===== src/rtl/if_pkg.sv =====
// Shared types and constants for the instruction fetch stage.
package if_pkg;

    localparam logic [31:0] IF_NOP              = 32'h0000_0013;
    localparam logic [31:0] IF_RESET_PC_DEFAULT = 32'h0000_0000;

    typedef enum logic [1:0] {
        RESET,
        FETCH,
        DRAIN
    } if_state_t;

    typedef struct packed {
        logic [31:0] instr;
        logic [31:0] pc;
    } if_entry_t;

endpackage


===== src/rtl/if_queue.sv =====
// Small synchronous FIFO of fetched {instr, pc} entries with flush; DEPTH is a power of two.
module if_queue
    import if_pkg::*;
#(
    parameter int unsigned DEPTH = 2,
    parameter int unsigned CW    = $clog2(DEPTH + 1)
) (
    input  logic          clk,
    input  logic          rst_n,
    input  logic          flush_i,
    input  logic          push_i,
    input  if_entry_t     entry_i,
    input  logic          pop_i,
    output if_entry_t     head_o,
    output logic [CW-1:0] count_o
);

    localparam int unsigned AW = $clog2(DEPTH);

    if_entry_t     mem_q [DEPTH];
    logic [AW-1:0] wr_q;
    logic [AW-1:0] rd_q;
    logic [CW-1:0] cnt_q;

    always_ff @(posedge clk or negedge rst_n) begin
        if (!rst_n) begin
            for (int unsigned i = 0; i < DEPTH; i++) begin
                mem_q[i] <= '0;
            end
            wr_q  <= '0;
            rd_q  <= '0;
            cnt_q <= '0;
        end else if (flush_i) begin
            wr_q  <= '0;
            rd_q  <= '0;
            cnt_q <= '0;
        end else begin
            if (push_i) begin
                mem_q[wr_q] <= entry_i;
                wr_q        <= wr_q + AW'(1);
            end
            if (pop_i) begin
                rd_q <= rd_q + AW'(1);
            end
            cnt_q <= cnt_q + CW'(push_i) - CW'(pop_i);
        end
    end

    assign head_o  = mem_q[rd_q];
    assign count_o = cnt_q;

endmodule


===== src/rtl/if_stage.sv =====
// Instruction fetch stage: PC, credit-limited in-order fetch, response queue, redirect/drain.
// Optional IF_BYPASS_EN forwards a response straight to decode when the queue is empty.
module if_stage
    import if_pkg::*;
#(
    parameter logic [31:0] RESET_PC    = IF_RESET_PC_DEFAULT,
    parameter int unsigned QUEUE_DEPTH = 2
) (
    input  logic        clk,
    input  logic        rst_n,
    input  logic        redirect_valid,
    input  logic [31:0] redirect_pc,
    output logic        imem_req_valid,
    input  logic        imem_req_ready,
    output logic [31:0] imem_req_addr,
    input  logic        imem_resp_valid,
    input  logic [31:0] imem_resp_data,
    output logic        id_valid,
    input  logic        id_ready,
    output logic [31:0] instrucao,
    output logic [31:0] id_pc
);

    localparam int unsigned CW      = $clog2(QUEUE_DEPTH + 1);
    localparam logic [CW:0] DEPTH_C = (CW + 1)'(QUEUE_DEPTH);

    if_state_t     state_q, state_d;
    logic [31:0]   pc_q, pc_d, rsp_pc_q, rsp_pc_d, redir_pc;
    logic [CW-1:0] out_q, out_d, stale_q, stale_d, q_count;
    logic [CW:0]   used;
    logic          req_fire, rsp_live, q_valid, q_push, q_pop, byp_valid, byp_take;
    if_entry_t     q_head, rsp_entry;

    assign redir_pc  = redirect_pc & ~32'h3;
    assign req_fire  = imem_req_valid & imem_req_ready;
    assign rsp_live  = imem_resp_valid & (stale_q == '0) & ~redirect_valid;
    assign q_valid   = (q_count != '0);
    assign q_pop     = q_valid & id_ready & ~redirect_valid;
`ifdef IF_BYPASS_EN
    assign byp_valid = rsp_live & ~q_valid;
`else
    assign byp_valid = 1'b0;
`endif
    assign byp_take  = byp_valid & id_ready;
    assign q_push    = rsp_live & ~byp_take;
    assign rsp_entry = '{instr: imem_resp_data, pc: rsp_pc_q};

    // A slot released by this cycle's consume can be re-requested now; this keeps 1/cycle with depth 2.
    assign used = {1'b0, out_q} + {1'b0, q_count} - (CW + 1)'(q_pop | byp_take);

    if_queue #(.DEPTH(QUEUE_DEPTH), .CW(CW)) u_queue (
        .clk     (clk),
        .rst_n   (rst_n),
        .flush_i (redirect_valid),
        .push_i  (q_push),
        .entry_i (rsp_entry),
        .pop_i   (q_pop),
        .head_o  (q_head),
        .count_o (q_count)
    );

    always_comb begin
        out_d   = out_q + CW'(req_fire) - CW'(imem_resp_valid);
        stale_d = stale_q;
        if (redirect_valid) begin
            stale_d = out_d;
        end else if (imem_resp_valid && stale_q != '0) begin
            stale_d = stale_q - CW'(1);
        end
        pc_d     = redirect_valid ? redir_pc : (req_fire ? pc_q + 32'd4 : pc_q);
        rsp_pc_d = redirect_valid ? redir_pc : (rsp_live ? rsp_pc_q + 32'd4 : rsp_pc_q);
    end

    always_ff @(posedge clk or negedge rst_n) begin
        if (!rst_n) begin
            state_q <= RESET;
        end else begin
            state_q <= state_d;
        end
    end

    always_comb begin
        state_d = state_q;
        case (state_q)
            RESET:   state_d = FETCH;
            FETCH:   if (redirect_valid && stale_d != '0) state_d = DRAIN;
            DRAIN:   if (stale_d == '0) state_d = FETCH;
            default: state_d = RESET;
        endcase
    end

    always_comb begin
        imem_req_valid = (state_q == FETCH) && (used < DEPTH_C);
    end

    always_ff @(posedge clk or negedge rst_n) begin
        if (!rst_n) begin
            pc_q     <= RESET_PC;
            rsp_pc_q <= RESET_PC;
            out_q    <= '0;
            stale_q  <= '0;
        end else begin
            pc_q     <= pc_d;
            rsp_pc_q <= rsp_pc_d;
            out_q    <= out_d;
            stale_q  <= stale_d;
        end
    end

    assign imem_req_addr = pc_q;

    always_comb begin
        id_valid  = q_valid | byp_valid;
        instrucao = IF_NOP;
        id_pc     = '0;
        if (q_valid) begin
            instrucao = q_head.instr;
            id_pc     = q_head.pc;
        end else if (byp_valid) begin
            instrucao = imem_resp_data;
            id_pc     = rsp_pc_q;
        end
    end

endmodule

===== config.mk =====
export PLATFORM = sky130hd
export DESIGN_NAME = if_stage
export DESIGN_NICKNAME = d
export VERILOG_FILES = /design/src/rtl/if_pkg.sv /design/src/rtl/if_queue.sv /design/src/rtl/if_stage.sv
export SDC_FILE = /design/constraint.sdc
export NUM_CORES = 1
export LEC_CHECK = 0
export BUFFER_PORTS_ARGS = -buffer_cell sky130_fd_sc_hd__buf_2
export CAP_MARGIN = 20
export CORE_AREA = 2 2 157 159
export CTS_BUF_LIST = sky130_fd_sc_hd__clkbuf_4 sky130_fd_sc_hd__clkbuf_8
export DETAILED_ROUTE_END_ITERATION = 10
export DIE_AREA = 0 0 159 161
export HOLD_SLACK_MARGIN = 0.15
export MAX_ROUTING_LAYER = met4
export PLACE_DENSITY = 0.65
export SYNTH_ARGS = -nofsm -noshare
export SYNTH_HDL_FRONTEND = slang
export SYNTH_HIERARCHICAL = 1
export SYNTH_SLANG_ARGS = --single-unit

===== constraint.sdc =====
create_clock -name clk -period 4.3 [get_ports clk]
set_input_delay 0.43 -clock clk [delete_from_list [all_inputs] [get_ports clk]]
set_output_delay 0.43 -clock clk [all_outputs]
set_load 0.01 [all_outputs]

==> impl_metrics.env <==
export IMPL_maxSlewHeadroom_pct=35.85
export IMPL_dpl_hpwl_um=16140
export IMPL_final_setup_fails=0
export IMPL_synth_async_reset_ratio_pct=100.0
export IMPL_drt_pass1_iterations=5
export IMPL_port_buffers=163
export IMPL_dominantRegCellSynth="sky130_fd_sc_hd__dfrtp_1"
export IMPL_timing_clock_skew_ns=0.02486
export IMPL_gpl_final_weighted_congestion=0.8338
export IMPL_die_area_um2=25600
export IMPL_drive_above_1_share_pct=40.54
export IMPL_synthesis_area_um2=10630
export IMPL_route_final_wire_length_um=24380
export IMPL_antenna_violating_nets_post_route=0
export IMPL_clk_latency_ns=0.48
export IMPL_finalCriticalPeriod_ns=3.938
export IMPL_postSynthCellCount=879
export IMPL_route_detailed_wl_per_inst_um=17.86
export IMPL_max_slew_violation_total_from_the_final_report=0
export IMPL_floorplan_initialDensity_pct=44.34
export IMPL_hold_class="input port to register"
export IMPL_clock_tree_from_tritoncts="built"
export IMPL_post_detailed_route_drc_marker_count=0
export IMPL_final_hold_violation_count=0
export IMPL_critical_path_endpoint_type="register"
export IMPL_worst_setup_path_start_kind="register"
export IMPL_final_net_count=1108
export IMPL_worst_slew_pin_slew_ns=0.9534
export IMPL_crit_type="register to register"
export IMPL_required_ns=4.70
export IMPL_cp_arrival_ns=4.34
export IMPL_worst_path_max_fanout=9
export IMPL_p_leak_nw=5.568
export IMPL_cts_num_sinks=198
export IMPL_layout_cells_most_common="sky130_fd_sc_hd__dfrtp_1"
export IMPL_rsz_0062_raised_after_global_routing="no"
export IMPL_path_clk_slew_ns=0.11
export IMPL_final_setup_tns_ns=0
export IMPL_gr_total_overflow=0
export IMPL_number_of_enable_flip_flop_cells_after_synthesis=0
export IMPL_core_area_um2=23960
export IMPL_whs_ns=0.1938
export IMPL_placementRows=57
export IMPL_antenna_violations_before_repair=0
export IMPL_avgViaCountPerCell=5.516
export IMPL_die_width_um=159
export IMPL_grt_pass1_vias=7302
export IMPL_area_growth_syn_to_layout_pct=12.99
export IMPL_number_of_vias_after_detailed_routing=7529
export IMPL_post_cts_setup_buffer_count=0
export IMPL_grt_start_max_net_pins=111
export IMPL_ys_types=60
export IMPL_yosysWarnings=6
export IMPL_yosys_register_bits=198
export IMPL_mostFrequentLayoutCells="197 x sky130_fd_sc_hd__dfrtp_1, 162 x sky130_fd_sc_hd__buf_2, 139 x sky130_fd_sc_hd__mux2_2"
export IMPL_mean_area_per_synthesized_cell_um2=12.09
export IMPL_1st_iter_drt_viols=443
export IMPL_ir_drop_mv=0.2848
export IMPL_outcome="complete, no violations"
export IMPL_fmaxAchievable_ghz=0.2539
export IMPL_cts_root_buffer_cell="sky130_fd_sc_hd__clkbuf_8"
export IMPL_cpPeakStageDelay_ns=0.60
export IMPL_timing_critical_path_slowest_stage_cell="sky130_fd_sc_hd__xnor2_1"
export IMPL_post_route_period_util_pct=91.58
export IMPL_cts_resized=0
export IMPL_cts_max_level=4
export IMPL_part_of_the_yosys_area_used_for_sequential_elements_pct=46.63
export IMPL_die_y_um=161
export IMPL_max_cap_violations=0
export IMPL_design_portCount=168
export IMPL_max_clock_path_buffers=2
export IMPL_global_route_wire_length_before_repair_um=39740
export IMPL_antenna_diode_count=0
export IMPL_pwr_density_cell_nw_per_um2=488.2
export IMPL_tritoncts_num_buffers=17
export IMPL_critical_path_cell_chain="inv_1 -> nand2_2 -> and3_1 -> ha_1 -> nand2b_1 -> fa_1 -> xnor2_1 -> nor2_1 -> inv_1 -> ha_1 -> inv_1 -> ha_1 -> a221oi_1 -> o21ai_0 -> a22oi_1"
export IMPL_grtUsageTotal_pct=19.86
-- what timing repair did --
item / in CTS / in global routing
setup endpoints to repair: 0 / 0
hold buffers: 1 / 0
hold endpoints to repair: 107 / 0
-- routing by layer --
| metal | GRT usage [%] | vias up | wire length [µm] |
|---|---|---|---|
| li1 | - | 3526 | - |
| met1 | 29.35 | 3731 | 12230 |
| met2 | 28.58 | 246 | 10540 |
| met3 | 3.210 | 26 | 1222 |
| met4 | 4.959 | 0 | 391 |
| met5 | - | - | 0 |
-- final timing paths --
check / start / endpoint / slack [ns] / depth (start not counted)
min in group asynchronous: rst_n / u_queue/mem_q[36]$_DFFE_PN0P_ / 0.60 / 2
min: redirect_pc[4] / imem_req_addr[4]$_DFFE_PN0N_ / 0.19 / 2
max in group asynchronous: rst_n / u_queue/mem_q[47]$_DFFE_PN0P_ / 2.62 / 3
max reg2reg: u_queue/count_o[1]$_DFF_PN0_ / state_q[0]$_DFFE_PN0P_ / 0.36 / 15
min reg2reg: u_queue/mem_q[104]$_DFFE_PN0P_ / u_queue/mem_q[104]$_DFFE_PN0P_ / 0.50 / 1
max: u_queue/count_o[1]$_DFF_PN0_ / state_q[0]$_DFFE_PN0P_ / 0.36 / 15
-- layout make-up --
type	instances	area (µm²)
clock inverter	13	111.4
sequential	198	4956
tap	324	405.4
fill	2220	11960
timing repair buffer	177	944.7
multi-input combinational	615	5255
clock buffer	19	261.5
inverter	19	71.32
-- sequential cells by signal, indices dropped and copies added, names as in the netlist --
signal           cells
rsp_pc_q            30
u_queue/rd_q         1
stale_q              2
u_queue/mem_q      128
out_q                2
u_queue/wr_q         1
imem_req_addr       30
state_q              2
u_queue/count_o      2
-- where the power goes --
| group | internal (mW) | total, mW | switching [mW] | leakage [nW] |
|---|---|---|---|---|
| combinational | 1.09 | 1.93 | 0.840 | 2.92 |
| clock | 0.448 | 1.15 | 0.706 | 0.184 |
| sequential | 2.40 | 2.77 | 0.372 | 2.47 |
| total | 3.94 | 5.86 | 1.92 | 5.57 |
-- logic make-up (layout without fill, tap and decap cells) --
kind of cell | Yosys count | in the layout | synth area share [%]
flip-flops | 198 | 198 | 46.63
XOR/XNOR | 22 | 22 | 1.943
adder cells (fa/ha/maj) | 10 | 10 | 1.248
AO/OA/AOI/OAI | 87 | 87 | 5.982
buffers and inverters | 71 | 228 | 4.169
multiplexers | 207 | 207 | 24.02
other | 1 | 6 | 0.03529
AND/OR/NAND/NOR | 283 | 283 | 15.97
-- worst max-delay path, delay by kind of cell (launching register included) --
| family | cells | cell delay (ns) |
|---|---|---|
| fa+ha+maj | 4 | 1.13 |
| compound gates | 3 | 0.80 |
| simple gates | 4 | 0.68 |
| xor+xnor | 1 | 0.60 |
| flops | 1 | 0.40 |
| buf+inv | 3 | 0.24 |
-- synthesized netlist by cell type, types with 15 or more instances --
| cell type | number | area (µm²) |
|---|---|---|
| sky130_fd_sc_hd__a311oi_1 | 20 | 175.2 |
| sky130_fd_sc_hd__nor4_1 | 21 | 131.4 |
| sky130_fd_sc_hd__and2_1 | 66 | 412.9 |
| sky130_fd_sc_hd__nand2_1 | 21 | 78.83 |
| sky130_fd_sc_hd__inv_1 | 19 | 71.32 |
| sky130_fd_sc_hd__clkbuf_1 | 27 | 101.4 |
| sky130_fd_sc_hd__mux2_2 | 139 | 1565 |
| sky130_fd_sc_hd__nand4_1 | 21 | 131.4 |
| sky130_fd_sc_hd__dfrtp_1 | 198 | 4955 |
| sky130_fd_sc_hd__mux2_4 | 60 | 900.9 |
| sky130_fd_sc_hd__nand3_1 | 20 | 100.1 |
| sky130_fd_sc_hd__nor2_1 | 39 | 146.4 |
| sky130_fd_sc_hd__a31oi_1 | 15 | 93.84 |
| sky130_fd_sc_hd__nor3_1 | 19 | 95.09 |
-- through the flow --
stage	power, mW	util [%]	cell area (µm²)	cells	setup slack, ns
5_1_grt	6.259	50.10	12010	1365	0.04783
3_5_place_dp	4.755	48.50	11620	1332	0.3087
4_1_cts	5.936	50.10	12010	1365	0.3432
2_1_floorplan	4.158	-	10640	884	0.2676
6_report	5.861	50.10	12010	1365	0.3620
3_3_place_gp	4.693	48.50	11620	1332	0.4051
Power figures use the tool's default switching activity.
